File: src/rtl/fifo_stream_reader.sv
// fifo_stream_reader
// Read-side master for the synchronous FIFO. Issues fifo_rd_en whenever the
// FIFO has data and the 2-entry output buffer has room (counting the word
// already in flight), captures the one-cycle-latency fifo_data_out and
// re-presents it on a valid/ready stream at up to one word per cycle.
//
// Ports
//   clk, rst_n       : clock, asynchronous active-low reset
//   enable           : permits new FIFO reads (IDLE <-> RUN)
//   clr_err          : synchronous clear of underflow_err (set has priority)
//   fifo_data_out    : FIFO read data, valid the cycle after fifo_rd_en
//   fifo_empty       : FIFO empty flag
//   fifo_underflow   : FIFO underflow flag
//   fifo_rd_en       : read request to the FIFO
//   m_data, m_valid  : stream output (head of the output buffer)
//   m_ready          : stream consumer ready
//   word_cnt         : handshakes completed since reset (wraps)
//   underflow_err    : sticky underflow indication
//   busy             : a read is in flight or the buffer holds data
module fifo_stream_reader #(
  parameter int FIFO_WIDTH = 16,
  parameter int CNT_WIDTH  = 32
) (
  input  logic                  clk,
  input  logic                  rst_n,
  input  logic                  enable,
  input  logic                  clr_err,
  input  logic [FIFO_WIDTH-1:0] fifo_data_out,
  input  logic                  fifo_empty,
  input  logic                  fifo_underflow,
  output logic                  fifo_rd_en,
  output logic [FIFO_WIDTH-1:0] m_data,
  output logic                  m_valid,
  input  logic                  m_ready,
  output logic [CNT_WIDTH-1:0]  word_cnt,
  output logic                  underflow_err,
  output logic                  busy
);

  typedef enum logic [0:0] {
    ST_IDLE = 1'b0,
    ST_RUN  = 1'b1
  } state_t;

  state_t                  state_q, state_d;
  logic [1:0]              occ_q, occ_d;
  logic                    inflight_q, inflight_d;
  logic [FIFO_WIDTH-1:0]   buf0_q, buf0_d;   // head (oldest word)
  logic [FIFO_WIDTH-1:0]   buf1_q, buf1_d;
  logic [CNT_WIDTH-1:0]    word_cnt_q, word_cnt_d;
  logic                    err_q, err_d;

  logic                    pop_s;
  logic [2:0]              level_s;

  assign m_valid       = (occ_q != 2'd0);
  assign m_data        = buf0_q;
  assign word_cnt      = word_cnt_q;
  assign underflow_err = err_q;
  assign busy          = m_valid | inflight_q;
  assign pop_s         = m_valid & m_ready;

  // Buffer level after this cycle's pop; pop implies occ >= 1, so no wrap.
  assign level_s    = {1'b0, occ_q} + {2'b00, inflight_q} - {2'b00, pop_s};
  assign fifo_rd_en = (state_q == ST_RUN) & ~fifo_empty & (level_s < 3'd2);

  // Next-state logic for the IDLE/RUN controller.
  always_comb begin
    state_d = state_q;
    case (state_q)
      ST_IDLE: begin
        if (enable) begin
          state_d = ST_RUN;
        end else begin
          state_d = ST_IDLE;
        end
      end
      ST_RUN: begin
        if (!enable) begin
          state_d = ST_IDLE;
        end else begin
          state_d = ST_RUN;
        end
      end
      default: state_d = ST_IDLE;
    endcase
  end

  // Output buffer update: capture in-flight data and/or shift on pop.
  // Capture does not depend on the FSM, so in-flight words are never lost.
  always_comb begin
    buf0_d     = buf0_q;
    buf1_d     = buf1_q;
    occ_d      = occ_q;
    inflight_d = fifo_rd_en;
    case ({inflight_q, pop_s})
      2'b11: begin
        if (occ_q == 2'd2) begin
          buf0_d = buf1_q;
          buf1_d = fifo_data_out;
        end else begin
          buf0_d = fifo_data_out;
        end
      end
      2'b10: begin
        if (occ_q == 2'd0) begin
          buf0_d = fifo_data_out;
        end else begin
          buf1_d = fifo_data_out;
        end
        occ_d = occ_q + 2'd1;
      end
      2'b01: begin
        buf0_d = buf1_q;
        occ_d  = occ_q - 2'd1;
      end
      default: begin
        occ_d = occ_q;
      end
    endcase
  end

  // Delivered-word counter and sticky underflow flag (set beats clear).
  always_comb begin
    word_cnt_d = word_cnt_q + {{(CNT_WIDTH-1){1'b0}}, pop_s};
    if (fifo_underflow) begin
      err_d = 1'b1;
    end else if (clr_err) begin
      err_d = 1'b0;
    end else begin
      err_d = err_q;
    end
  end

  // All state registers, cleared asynchronously.
  always_ff @(posedge clk or negedge rst_n) begin
    if (!rst_n) begin
      state_q    <= ST_IDLE;
      occ_q      <= 2'd0;
      inflight_q <= 1'b0;
      buf0_q     <= {FIFO_WIDTH{1'b0}};
      buf1_q     <= {FIFO_WIDTH{1'b0}};
      word_cnt_q <= {CNT_WIDTH{1'b0}};
      err_q      <= 1'b0;
    end else begin
      state_q    <= state_d;
      occ_q      <= occ_d;
      inflight_q <= inflight_d;
      buf0_q     <= buf0_d;
      buf1_q     <= buf1_d;
      word_cnt_q <= word_cnt_d;
      err_q      <= err_d;
    end
  end

endmodule
File: config.mk
export PLATFORM = sky130hd
export DESIGN_NAME = fifo_stream_reader
export DESIGN_NICKNAME = d
export VERILOG_FILES = /design/src/rtl/fifo_stream_reader.sv
export SDC_FILE = /design/constraint.sdc
export NUM_CORES = 1
export LEC_CHECK = 0
export BUFFER_PORTS_ARGS = -buffer_cell sky130_fd_sc_hd__buf_2
export CORE_MARGIN = 3
export CORE_UTILIZATION = 35
export CTS_CLUSTER_DIAMETER = 40
export DETAILED_ROUTE_END_ITERATION = 8
export PLACE_DENSITY = 0.52
export SLEW_MARGIN = 20
export SYNTH_ARGS = -nofsm -noshare
export SYNTH_HDL_FRONTEND = slang
export SYNTH_SLANG_ARGS = --single-unit
export TNS_END_PERCENT = 20
File: constraint.sdc
create_clock -name clk -period 6.7 [get_ports clk]
set_clock_uncertainty 0.1 [all_clocks]
set_input_delay 1.005 -clock clk [delete_from_list [all_inputs] [get_ports clk]]
set_output_delay 1.005 -clock clk [all_outputs]
set_load 0.01 [all_outputs]
Yosys cells after proc, flatten, opt, wreduce, memory -nomap -nowiden. Index checks and enable logic that the tools add are counted.

Muxes and demuxes: 10. Bitwise gates (word level): 5. $lt $le $gt $ge: 1. Reduce and logical (&&, ||, !) cells: 8. Equal/unequal tests: 7. Add/sub/neg operators: 5.

Operators with widths (count): 16-bit two-way mux (4); 16-bit one-hot mux with 3 select lines (1); 32-bit by 1-bit adder with 32-bit output (1); 16-bit one-hot mux with 2 select lines (1); 2-bit nonzero test (4); 2-bit == test, second input constant (3); 2-bit != test, second input constant (3); 2-bit one-hot mux with 2 select lines (1); 2-bit by 1-bit adder with 3-bit output (1); 1-bit bitwise AND (3); 3-bit by 2-bit less-than comparator with 1-bit output, second input constant (1); 1-bit two-way mux (3); 3-bit AND reduction (1); 3-bit nonzero test (1); 3-bit by 1-bit subtractor with 3-bit output (1); 2-bit by 1-bit adder with 2-bit output, second input constant (1); 2-bit by 1-bit == test with 1-bit output, second input constant (1); 2-bit logical NOT (1); 2-bit AND reduction (1); 2-bit by 1-bit subtractor with 2-bit output, second input constant (1); 1-bit inverter (1); 1-bit OR (1).

Word-level logic and storage cells: 43. Bits in registers: 69. Input port bits: 23.

Logic depth before layout (Yosys ltp).
Depth after elaboration: 5. Depth in mapped cells: 9.

Least setup slack after synthesis. OpenSTA, ideal clock, no wires.

Path kind: input port to output port. Start: input m_ready. End: output fifo_rd_en. Setup slack: 2.838 ns. Path buffers: 2. Arrival: 2.757 ns. Data required time: 5.595 ns. Stages on the path: 8. Path through: o21ai_2 -> ha_1 -> clkbuf_1 -> clkbuf_1 -> nand2b_1 -> fa_1 -> xor2_1 -> nor3_1.

Word-level cells in the longest chain between the ends: 4.

RTL lines: start, declared (RTL line 34) `input logic m_ready,`; 1-bit bitwise AND (RTL line 61) `assign pop_s = m_valid & m_ready;`; 3-bit by 1-bit subtractor with 3-bit output (RTL line 64) `assign level_s = {1'b0, occ_q} + {2'b00, inflight_q} - {2'b00, pop_s};`; 3-bit by 2-bit less-than comparator with 1-bit output (RTL line 65) `assign fifo_rd_en = (state_q == ST_RUN) & ~fifo_empty & (level_s < 3'd2);`; 1-bit bitwise AND (RTL line 65); end, declared (RTL line 31) `output logic fifo_rd_en,`.

Every way passes these cells.

Worst setup path after layout. Ends and elaborated chain as after synthesis.

==> results.md <==
• status: completed
• CTS clk-pin slew, worst paths: 0.07 ns
• period utilization: 0.604
• number of vias after detailed routing: 2540
• mean instance size in the synthesized netlist: 10.6 sq um
• Clock Path Buffers: 2
• post-cts sizing count: 0
• Tot Pwr: 1.56 mW
• Min-Delay Endpoint: m_data[9]
• end-of-flow core utilization: 0.441
• complex-gate fraction of the synthesized area: 0.0937
• Boundary Pins: 75
• sequential share of the synthesized area: 0.521
• dominant combinational cell family by area after synthesis: simple AND/OR/NAND/NOR gates
• most frequent standard cell in the layout excluding fill and tap cells: buf_2
• Critical Path Sink Type: output pin
• pin count of the biggest net entering global routing: 70
• number of flops mapped to enable cells by yosys: 0
• post-CTS repair timing setup buffer count: 0
• top cell type by total area after synthesis: dfrtp_1
• leakage power: 1.91 nW
• clock latency on the worst-skew pair: 0.34 ns
• standard-cell rows: 34
• number of distinct library cell variants in the gate-level netlist after synthesis: 36
• highest attainable clock frequency: 0.247 GHz
• RePlAce Congestion: 0.735
• Chip Height: 103 um
• slew margin rel.: 0.414
• sort of element at the start of the critical path: input pin
• total number of nets in the final design: 405
• post-DR wirelength/cell: 14.6 um
• die area: 10700 sq um
• highest fanout seen on the critical path: 37
• fill cell count: 898
• Root Driver: clkbuf_8
• RSZ-0062 raised after global routing: false
• Antenna Cells: 0
• CP Data Required Time: 5.59 ns
• worst reg-to-reg setup slack: 4.07 ns
• fraction of synthesis flops using an asynchronous set or reset pin: 1.00
• Floorplan Core Area: 8980 sq um
• initial antenna violation count: 0
• hold violation count in the final report: 0
• Hold/Removal Path Class: flop to flop
• final setup violation count: 0
• DRC Markers: 0
• Min Clock Period, post-route: 4.05 ns
• worst-case reg-to-reg path depth: 5
• start point of the worst hold path: m_data[9]
• buffers added on ports: 74
• Starting Density: 0.369
• Hold Path Stages: 2
• worst slack at placement: 2.45 ns
• global-route wire length before repair: 12300 um
• XOR/XNOR Fraction of Synth Area: 0.0872
• first-pass iteration count of the detailed router: 4
• synthesized net count: 339
• final worst-path setup slack: 2.65 ns
• total grt overflow: 0
• reg2reg start: occ_q[1]
• fraction of layout cells with a size suffix above 1: 0.275
• Placed Instances: 493
• post-route non-filler standard cell count: 508
• gr usage total: 0.147
• flops & latches, synth: 69
• clock buffers created by TritonCTS: 9
• Synth Area in Simple Gates: 0.191
• Gate Count Post-Synth: 312
• fraction of the mapped netlist area in adder cells: 0.0174
• total routed wirelength: 7410 um
• Iteration-0 DRC Markers: 86
• post-synth top area share: 0.521
• multiplexer share of the synthesized area: 0.0544
• number of hold-repair buffers added at the cts stage: 0
• worst supply voltage drop on vdd: 353 uV
• vias per std cell: 5.00
• cell area after technology mapping: 3310 sq um
• Final Max Tran Viols: 0
• total clock sinks: 69
• Layout area overhead: 19.5%
• worst-margin pin slew: 0.879 ns
• vias in the first global route: 2485
• cell area power density: 394 nW/um^2
• total negative slack: 0 ns
• type of the worst setup path: input pin to output pin
• commonest register cell after synthesis: dfrtp_1
• most area-consuming cells after synthesis: dfrtp_1 (52%), xnor2_1 (6.6%), nand2_1 (6.1%)
• count of synthesis-stage warnings from yosys: 0
• critical register-to-register path endpoint: buf1_q[15]
• Die Span X: 103 um
• max-cap violation count: 0
• arrival time worst endpoint: 2.94 ns
• commonest cells after routing, fill and taps aside: buf_2 (73), dfrtp_1 (69), nand2_1 (54)
• CTS HTree Levels: 3
• DRT antenna net count: 0
• HPWL reported at the end of detailed placement: 4790 um
• TritonCTS clock tree: done
## critical path: stages
cell,delay [ns]
buf_2,0.12
o21ai_2,0.12
ha_2,0.54
nand2b_1,0.25
fa_1,0.38
xor2_1,0.15
nor3_1,0.20
buf_2,0.17
## sequential cells by signal, indices dropped and copies added (netlist names)
register	count
occ_q	2
state_q	1
underflow_err	1
word_cnt	32
buf1_q	16
inflight_q	1
m_data	16
## per-layer routing
metal,global-route usage,wire [um]
met5,0,0
met4,0.0598,126
met3,0.0262,294
met2,0.223,3330
met1,0.207,3660
## synthesized netlist by cell type (2+ instances only)
| cell type | instances |
|---|---|
| nand4b_1 | 2 |
| and4_1 | 2 |
| nor3_1 | 3 |
| and2_0 | 2 |
| or3_1 | 2 |
| dfrtp_1 | 69 |
| xor2_1 | 8 |
| o21ai_0 | 3 |
| nand3_1 | 14 |
| nand4_1 | 11 |
| nor2_1 | 6 |
| a21oi_1 | 5 |
| a221oi_1 | 15 |
| ha_1 | 3 |
| clkbuf_1 | 7 |
| mux2_2 | 6 |
| nor2b_1 | 2 |
| o31ai_1 | 15 |
| inv_1 | 2 |
| xnor2_1 | 25 |
| mux2_1 | 10 |
| nand2_1 | 54 |
| nand2b_1 | 2 |
| and3_1 | 21 |
| buf_2 | 12 |
## metrics by stage
stage / hold WS (ns) / cell area, sq um
3_3_place_gp: 0.358 / 3760
4_1_cts: 0.379 / 3950
3_5_place_dp: 0.361 / 3760
2_1_floorplan: 0.358 / 3310
5_1_grt: 0.404 / 3960
6_report: 0.375 / 3960
## power breakdown
part	switching, mW	total (mW)	internal [mW]	leakage (nW)
clock network	0.156	0.318	0.162	0.0905
logic	0.335	0.601	0.265	0.933
registers	0.0989	0.640	0.541	0.888
total	0.590	1.56	0.968	1.91
## area by class of cell
| cell class | count | area (sq um) | area share |
|---|---|---|---|
| repair buffers | 76 | 388 | 0.0980 |
| flip-flops and latches | 69 | 1730 | 0.436 |
| inverters | 3 | 11.3 | 0.00284 |
| multi-input cells | 219 | 1490 | 0.376 |
| clock buffers | 12 | 165 | 0.0417 |
| clock inverters | 3 | 20.0 | 0.00506 |
| well taps | 126 | 158 | 0.0398 |
## logic make-up (layout without fill, tap and decap cells)
kind of cell	Yosys count	in the layout
adders and majority gates	4	4
buffers and inverters	24	94
DFF	69	69
muxes	16	16
AOI/OAI and AO/OA	41	41
xor gates and xnor gates	33	33
and+or+nand+nor	125	125
## worst max path at each step
| stage | from | endpoint | depth (start not counted) |
|---|---|---|---|
| 2_1_floorplan | m_ready | fifo_rd_en | 8 |
| 3_3_place_gp | m_ready | fifo_rd_en | 8 |
| 3_5_place_dp | m_ready | fifo_rd_en | 8 |
| 4_1_cts | m_ready | fifo_rd_en | 8 |
| 5_1_grt | m_ready | fifo_rd_en | 8 |
| 6_report | m_ready | fifo_rd_en | 8 |
Note: power is estimated with default switching activity, not from simulation.
